==> src/rtl/cpu_test_sequencer.sv <==
// Sequences one CPU self-test run: holds the CPU in reset, releases it, then
// watches for a store to tohost or a watchdog expiry and reports the outcome
// (status code + frozen PC) on the management IO pads.
module cpu_test_sequencer #(
   parameter logic [31:0] TOHOST_ADDR    = 32'h0000_1000,
   parameter int unsigned RESET_CYCLES   = 16,
   parameter int unsigned TIMEOUT_CYCLES = 80000
) (
   input  logic        clock,
   input  logic        resetb,
   input  logic        start,
   output logic        cpu_resetb,
   input  logic [31:0] cpu_pc,
   input  logic        mem_we,
   input  logic [31:0] mem_addr,
   input  logic [31:0] mem_wdata,
   output logic [37:0] io_out,
   output logic [37:0] io_oeb,
   output logic        done,
   output logic        pass,
   output logic [30:0] fail_code
);

   localparam int unsigned CNT_W  = 24;
   localparam int unsigned PC_W   = 32;
   localparam int unsigned STAT_W = 6;
   localparam int unsigned FC_W   = 31;

   localparam logic [CNT_W-1:0]  CNT_MAX      = '1;
   localparam logic [CNT_W-1:0]  RESET_LAST   = CNT_W'(RESET_CYCLES - 1);
   localparam logic [CNT_W-1:0]  TIMEOUT_LAST = CNT_W'(TIMEOUT_CYCLES - 1);
   // Pads 0 and 3 are inputs (debug-disable, CSB), so their PC bits are forced low.
   localparam logic [PC_W-1:0]   PC_MASK      = 32'hFFFF_FFF6;
   localparam logic [37:0]       OEB_VAL      = 38'h00_0000_0009;

   localparam logic [STAT_W-1:0] ST_IDLE = 6'h00;
   localparam logic [STAT_W-1:0] ST_BUSY = 6'h18;
   localparam logic [STAT_W-1:0] ST_PASS = 6'h19;
   localparam logic [STAT_W-1:0] ST_FAIL = 6'h1a;

   typedef enum logic [2:0] {
      S_IDLE,
      S_START,
      S_RUN,
      S_PASS,
      S_FAIL
   } state_e;

   state_e            state_q, state_d;
   logic [CNT_W-1:0]  cnt_q, cnt_d;
   logic [PC_W-1:0]   pc_q, pc_d;
   logic [FC_W-1:0]   fc_q, fc_d;
   logic [STAT_W-1:0] status_q, status_d;
   logic              cpu_resetb_q, cpu_resetb_d;
   logic              done_q, done_d;
   logic              pass_q, pass_d;
   logic              tohost_c;
   logic [CNT_W-1:0]  cnt_inc_c;

   // Next-state, counter, PC freeze and registered-output decode.
   always_comb begin
      state_d      = state_q;
      cnt_d        = cnt_q;
      pc_d         = pc_q;
      fc_d         = fc_q;
      status_d     = ST_IDLE;
      cpu_resetb_d = 1'b0;
      done_d       = 1'b0;
      pass_d       = 1'b0;
      tohost_c     = mem_we && (mem_addr == TOHOST_ADDR);
      cnt_inc_c    = (cnt_q == CNT_MAX) ? cnt_q : cnt_q + CNT_W'(1);

      unique case (state_q)
         S_IDLE: begin
            cnt_d = '0;
            if (start) state_d = S_START;
         end
         S_START: begin
            cnt_d = cnt_inc_c;
            if (!start) begin
               state_d = S_IDLE;
            end else if (cnt_q == RESET_LAST) begin
               state_d = S_RUN;
               cnt_d   = '0;
            end
         end
         S_RUN: begin
            cnt_d = cnt_inc_c;
            pc_d  = cpu_pc & PC_MASK;
            if (!start) begin
               state_d = S_IDLE;
            end else if (tohost_c) begin
               // A tohost store outranks a watchdog expiry in the same cycle.
               if (mem_wdata == 32'd1) begin
                  state_d = S_PASS;
               end else begin
                  state_d = S_FAIL;
                  fc_d    = mem_wdata[31:1];
               end
            end else if (cnt_q == TIMEOUT_LAST) begin
               state_d = S_FAIL;
               fc_d    = '1;
            end
         end
         S_PASS, S_FAIL: begin
            if (!start) state_d = S_IDLE;
         end
         default: state_d = S_IDLE;
      endcase

      if (state_d == S_IDLE) begin
         cnt_d = '0;
         pc_d  = '0;
         fc_d  = '0;
      end

      unique case (state_d)
         S_START: status_d = ST_BUSY;
         S_RUN: begin
            status_d     = ST_BUSY;
            cpu_resetb_d = 1'b1;
         end
         S_PASS: begin
            status_d = ST_PASS;
            done_d   = 1'b1;
            pass_d   = 1'b1;
         end
         S_FAIL: begin
            status_d = ST_FAIL;
            done_d   = 1'b1;
         end
         default: status_d = ST_IDLE;
      endcase
   end

   // State and output registers.
   always_ff @(posedge clock or negedge resetb) begin
      if (!resetb) begin
         state_q      <= S_IDLE;
         cnt_q        <= '0;
         pc_q         <= '0;
         fc_q         <= '0;
         status_q     <= ST_IDLE;
         cpu_resetb_q <= 1'b0;
         done_q       <= 1'b0;
         pass_q       <= 1'b0;
      end else begin
         state_q      <= state_d;
         cnt_q        <= cnt_d;
         pc_q         <= pc_d;
         fc_q         <= fc_d;
         status_q     <= status_d;
         cpu_resetb_q <= cpu_resetb_d;
         done_q       <= done_d;
         pass_q       <= pass_d;
      end
   end

   assign io_out     = {status_q, pc_q};
   assign io_oeb     = OEB_VAL;
   assign cpu_resetb = cpu_resetb_q;
   assign done       = done_q;
   assign pass       = pass_q;
   assign fail_code  = fc_q;

endmodule
==> config.mk <==
export PLATFORM = sky130hd
export DESIGN_NAME = cpu_test_sequencer
export DESIGN_NICKNAME = d
export VERILOG_FILES = /design/src/rtl/cpu_test_sequencer.sv
export SDC_FILE = /design/constraint.sdc
export NUM_CORES = 1
export LEC_CHECK = 0
export ABC_CLOCK_PERIOD_IN_PS = 1900
export CAP_MARGIN = 20
export CORE_AREA = 2 2 96 98
export DETAILED_ROUTE_END_ITERATION = 10
export DIE_AREA = 0 0 98 100
export DONT_BUFFER_PORTS = 1
export PLACE_DENSITY = 0.73
export SYNTH_ARGS = -nofsm -noshare
export SYNTH_HDL_FRONTEND = slang
export SYNTH_SLANG_ARGS = --single-unit
==> constraint.sdc <==
create_clock -name clock -period 1.9 [get_ports clock]
set_input_delay 0.38 -clock clock [delete_from_list [all_inputs] [get_ports clock]]
set_output_delay 0.38 -clock clock [all_outputs]
set_load 0.01 [all_outputs]
==> flow_summary.json, run 1 <==
{
  "report.final.hold_viol_count": 93,
  "irDropWorstVdd_v": 0.000403,
  "rsz0062_at_grt": "yes",
  "synth.cell_area_mm2": 0.00483,
  "clk_latency_ps": 360,
  "cp_slowest_cell": "or4b_4",
  "critPathLaunchType": "flop",
  "grt_pass1_wl_um": 18700,
  "die_area_mm2": 0.00980,
  "syn_to_final_growth_pct": 16.5,
  "maxCapViolCount": 0,
  "synthCells": 538,
  "start_util_pct": 54.4,
  "drt_wl_total_um": 12100,
  "clock_skew_ps": 14.5,
  "drive_gt1_share_pct": 25.1,
  "port_buffers": 0,
  "layout.cells.most_common": "dfrtp_1",
  "cts_tree": "yes",
  "antenna_found_initial": 0,
  "pre_cts_ws_ps": -189,
  "hold_ws_ps": -297,
  "die_w_um": 98,
  "ant_nets": 0,
  "ys.flop_type": "dfrtp_1",
  "hp-class": "in2async",
  "timing.fmax_ghz": 0.483,
  "avgSynthCellArea_um2": 8.99,
  "synth-edff-count": 0,
  "final_util_pct": 63.4,
  "fillers": 732,
  "cp.arrival_ps": 2340,
  "num_rows": 35,
  "yosysSeqAreaShare_pct": 48.1,
  "dp_hpwl_um": 8000,
  "multi_input_area_mm2": 0.00235,
  "grt_max_degree": 94,
  "synthArstFlopShare_pct": 100,
  "placed_cells": 669,
  "layout.area.seq_mm2": 0.00233,
  "powerDensity_mw_per_mm2": 598,
  "fin_crit_ps": 2070,
  "drtPass1Iterations": 4,
  "startpoint": "cnt_q[17]",
  "drcViolationCount": 0,
  "worstPathMaxFanout": 5,
  "leakage_nw": 2.32,
  "cts_root_buffer": "clkbuf_8",
  "gp_congestion": 0.965,
  "clkTransAtPathRegs_ps": 100,
  "diodes": 0,
  "layout_common_cells": "91 x dfrtp_1, 77 x nand2_1, 50 x buf_4, 48 x a21oi_1, 42 x conb_1",
  "layout_setup_ws_ps": -170,
  "drt_iter0_markers": 327,
  "cp_data_required_time_ps": 2170,
  "htreeDepth": 3,
  "stdcell_count": 692,
  "final-setup-viol-count": 36,
  "top_usage_layer": "met2",
  "num_vias": 4102,
  "fin_nets": 678,
  "clock_sinks": 93,
  "yosys_register_bits": 93,
  "cp-end-kind": "flop",
  "core_mm2": 0.00889,
  "slew_viol_final": 0,
  "yosys_warnings": 0,
  "cp_slowest_stage_delay_ps": 560,
  "finalCritPeriodShare_pct": 109,
  "r2r-start": "cnt_q[17]",
  "globalRouteOverflowTotal": 0,
  "first_global_vias": 3737,
  "cts_buffer_depth": 2,
  "vias_per_cell": 5.93,
  "grtUsageMet3_pct": 6.27,
  "grtUsageMet1_pct": 30.9,
  "synth_cell_type_count": 51,
  "outcome": "complete, but fails checks",
  "violations": "hold timing, setup timing",
  "grt_use_total_pct": 23.2,
  "crit_chain": "nor4_4 -> nand4_1 -> or4b_4 -> mux2_4 -> a21oi_1",
  "cts_buffers": 9,
  "critPathKind": "reg2reg",
  "detail_route.wl_per_cell_um": 17.5,
  "gr-usage-met2_pct": 38.5,
  "io_pins": 210,
  "die_h_um": 100
}
==> worst paths after layout <==
path / end / slack (ps) / cells past startpoint
max in group asynchronous: state_q[1] / 2090 / 0
hold reg to reg: fail_code[10] / 570 / 2
setup reg to reg: fail_code[8] / -170 / 5
hold / removal: pc_q[8] / -300 / 0
min in group clock: pc_q[2] / 140 / 2
setup / recovery: fail_code[8] / -170 / 5
==> metal layers <==
| layer | part of all wire (%) | wire [um] |
|---|---|---|
| met1 | 41 | 4990 |
| met2 | 52 | 6270 |
| met3 | 6.6 | 803 |
| met4 | 0.60 | 73 |
| met5 | 0 | 0 |
==> registers in the layout, indices dropped and copies added (netlist names) <==
register / count
cnt_q: 24
cpu_resetb: 1
done: 1
pc_q: 30
state_q: 3
fail_code: 31
status_q: 3
==> critical path, delay by kind of cell (launching register included) <==
| kind | cells | cell delay, ps |
|---|---|---|
| AO/OA/AOI/OAI | 1 | 170 |
| flip-flops | 1 | 430 |
| multiplexers | 1 | 350 |
| AND/OR/NAND/NOR | 3 | 1040 |
==> power breakdown <==
group	switching [mW]	internal, mW	total (mW)
Clock	0.717	0.523	1.24
Sequential	0.00517	1.98	1.99
Combinational	0.0987	0.0403	0.139
==> cells by family after synthesis <==
family                     after synthesis  synth area share, %
muxes                                    2                0.518
xor gates and xnor gates                 4                0.725
adders and majority gates                1                0.259
DFF                                     93                 48.1
and+or+nand+nor                        183                 20.0
other                                    2                0.155
buffers and inverters                  112                 12.7
AOI/OAI and AO/OA                      141                 17.5
==> repair_timing <==
| item | CTS | global route |
|---|---|---|
| setup buffers | 2 | 1 |
| endpoints found under the hold margin | 93 | 93 |
| cloned | 4 | 1 |
| resized for setup | 30 | 42 |
| pin swaps | 20 | 14 |
| endpoints found under the setup margin | 45 | 61 |
==> Yosys cell counts (all sizes together) (6+ instances only) <==
| cell | count | area share, % |
|---|---|---|
| nor2 | 18 | 1.4 |
| nand4 | 13 | 1.9 |
| nand3 | 10 | 1.0 |
| clkbuf | 21 | 1.7 |
| inv | 38 | 3.0 |
| nand2 | 78 | 6.1 |
| or4 | 9 | 1.4 |
| o21ai | 10 | 1.0 |
| buf | 53 | 8.1 |
| or3 | 7 | 0.93 |
| nor4 | 19 | 2.8 |
| o31ai | 39 | 6.1 |
| dfrtp | 93 | 48 |
| and3 | 6 | 0.80 |
| a21oi | 78 | 8.2 |
| nor3 | 8 | 0.93 |
==> final cells by class <==
class | count | share of cell area (%)
Clock buffer | 10 | 2.44
Clock inverter | 5 | 0.800
Inverter | 38 | 2.53
Multi-Input combinational cell | 377 | 41.7
Sequential cell | 93 | 41.4
Tap cell | 111 | 2.47
Timing Repair Buffer | 58 | 8.73
==> stage by stage <==
stage	setup TNS (ps)	area, um^2	power (mW)
finish	-4820	5630	3.37
CTS	-4410	5460	3.39
global route	-7100	5630	3.47
detailed placement	-5480	5120	2.15
floorplan	-857	5010	2.19
global placement	-3410	5120	2.15
(Power assumes the default switching activity.)
==> run 2, diff against run 1 <==
--- a/config.mk
+++ b/config.mk
@@ -7,11 +7,11 @@
 export LEC_CHECK = 0
 export ABC_CLOCK_PERIOD_IN_PS = 1900
 export CAP_MARGIN = 20
-export CORE_AREA = 2 2 96 98
+export CORE_AREA = 2 2 86 108
 export DETAILED_ROUTE_END_ITERATION = 10
-export DIE_AREA = 0 0 98 100
+export DIE_AREA = 0 0 88 110
 export DONT_BUFFER_PORTS = 1
-export PLACE_DENSITY = 0.73
+export PLACE_DENSITY = 0.74
 export SYNTH_ARGS = -nofsm -noshare
 export SYNTH_HDL_FRONTEND = slang
 export SYNTH_SLANG_ARGS = --single-unit
==> run 2 against run 1 <==
The flow still finishes with violations (hold timing, setup timing). Sequential share of layout area is 1.4 points lower. Cell count is 2.5% higher. Count of clock-buffer cells in the layout is 2 higher. Clock power hardly changed. Largest cell class unchanged.
==> flow_summary.json, run 2 (same netlist as run 1, synthesis figures left out) <==
{
  "cp_slowest_cell": "or4b_4",
  "p_switching_mw": 0.818,
  "fin_nets": 685,
  "clock_skew_ps": 8.63,
  "drt_wl_total_um": 13200,
  "crit_family": "simple AND/OR/NAND/NOR gates",
  "irDropWorstVdd_v": 0.000419,
  "clkTransAtPathRegs_ps": 90,
  "layout.cells.most_common": "dfrtp_1",
  "grt_use_total_pct": 24.3,
  "cp-end-kind": "flop",
  "detail_route.wl_per_cell_um": 18.6,
  "largest_register_ffs": 31,
  "fin_crit_ps": 2100,
  "clock_sinks": 93,
  "drt_iter0_markers": 308,
  "start_util_pct": 56.2,
  "vias_per_cell": 5.92,
  "violations": "hold timing, setup timing",
  "antenna_found_initial": 0,
  "report.final.hold_viol_count": 93,
  "r2r-start": "cnt_q[10]",
  "hp-class": "in2async",
  "cts_tree": "yes",
  "powerDensity_mw_per_mm2": 578,
  "syn_to_final_growth_pct": 20.7,
  "gp_congestion": 0.883,
  "ant_nets": 0,
  "r2r-end": "fail_code[28]",
  "cts_buffer_depth": 2,
  "p_comb_share_pct": 4.9,
  "reg2reg_depth": 5,
  "critPathLaunchType": "flop",
  "dp_hpwl_um": 8260,
  "critPathKind": "reg2reg",
  "fillers": 629,
  "layout_setup_ws_ps": -197,
  "timing.fmax_ghz": 0.477,
  "hold_ws_ps": -292,
  "die_area_mm2": 0.00968,
  "num_vias": 4200,
  "final_util_pct": 67.8,
  "reg2reg_slack_ps": -200,
  "slew_viol_final": 0,
  "cp_slowest_stage_delay_ps": 580,
  "cp_data_required_time_ps": 2180,
  "finalCritPeriodShare_pct": 110,
  "diodes": 0,
  "port_buffers": 0,
  "maxCapViolCount": 0,
  "clk_latency_ps": 360,
  "swShare_pct": 24.3,
  "htreeDepth": 3,
  "seq_power_share_pct": 58.9,
  "leakage_nw": 2.42,
  "die_w_um": 88,
  "clock_power_share_pct": 36.3,
  "first_global_vias": 3862,
  "final_area_mm2": 0.00584,
  "cp.arrival_ps": 2380,
  "outcome": "complete, but fails checks",
  "num_rows": 38,
  "cts_buffers": 9,
  "final-setup-viol-count": 37,
  "worstPathMaxFanout": 8,
  "drcViolationCount": 0,
  "globalRouteOverflowTotal": 0,
  "drtPass1Iterations": 4,
  "die_h_um": 110,
  "io_pins": 210,
  "crit_buf_inv": 0,
  "grt_pass1_wl_um": 18500,
  "grt_max_degree": 94,
  "crit_chain": "nor4_2 -> nand4_1 -> or4b_4 -> mux2_4 -> a21oi_1",
  "layout_common_cells": "91 x dfrtp_1, 77 x nand2_1, 54 x buf_4, 48 x a21oi_1, 42 x conb_1",
  "placed_area_mm2": 0.00510,
  "p_int_mw": 2.55,
  "drive_gt1_share_pct": 28.9,
  "cts_root_buffer": "clkbuf_8",
  "core_mm2": 0.00861,
  "rsz0062_at_grt": "yes"
}
## run 2: layer usage
metal	GRT usage (%)	vias to the layer above	part of all wire (%)
li1	-	1908	-
met1	29.0	2082	38
met2	42.9	180	53
met3	5.73	30	6.3
met4	8.02	0	2.5
met5	0	-	0
## run 2: stage by stage
stage / cells / setup TNS [ps] / hold WS, ps / worst slack [ps] / total power [mW]
final: 709 / -5390 / -292 / -197 / 3.37
after global routing: 709 / -8450 / -324 / -251 / 3.48
after CTS: 701 / -3150 / -307 / -111 / 3.35
after detailed placement: 677 / -5280 / 86.2 / -167 / 2.15
after global placement: 677 / -3210 / 86.1 / -99.3 / 2.15
after floorplan: 578 / -857 / 84.4 / -29.1 / 2.19
## run 2: how the worst max path moves through the flow
stage | start | endpoint | slack (ps) | cells past startpoint
finish | cnt_q[10] | fail_code[28] | -200 | 5
detailed placement | state_q[1] | fail_code[17] | -170 | 5
global placement | cnt_q[23] | fail_code[27] | -100 | 5
global route | cnt_q[20] | fail_code[18] | -250 | 5
floorplan | cnt_q[10] | fail_code[10] | -30 | 6
CTS | cnt_q[23] | fail_code[28] | -110 | 5
## run 2: repair_timing
item                       4_1_cts  5_1_grt
buffers inserted                 3        6
pin swaps                       18       27
resized for setup               36       60
gates cloned                     5        3
setup endpoints to repair       50       60
hold endpoints to repair        93       93
## run 2: layout make-up
type	count	area [um^2]	share of cell area [%]
Multi-Input combinational cell	377	2450	42.0
Tap cell	120	150	2.57
Clock inverter	4	31.3	0.536
Inverter	38	143	2.44
Clock buffer	12	145	2.49
Timing Repair Buffer	65	588	10.1
Sequential cell	93	2330	39.9
## run 2: power by group through the flow
stage | registers [mW] | logic (mW) | clock network (mW)
global placement | 2.03 | 0.121 | 0
global route | 1.99 | 0.177 | 1.32
CTS | 1.99 | 0.129 | 1.23
finish | 1.99 | 0.164 | 1.22
floorplan | 2.03 | 0.163 | 0
detailed placement | 2.03 | 0.123 | 0
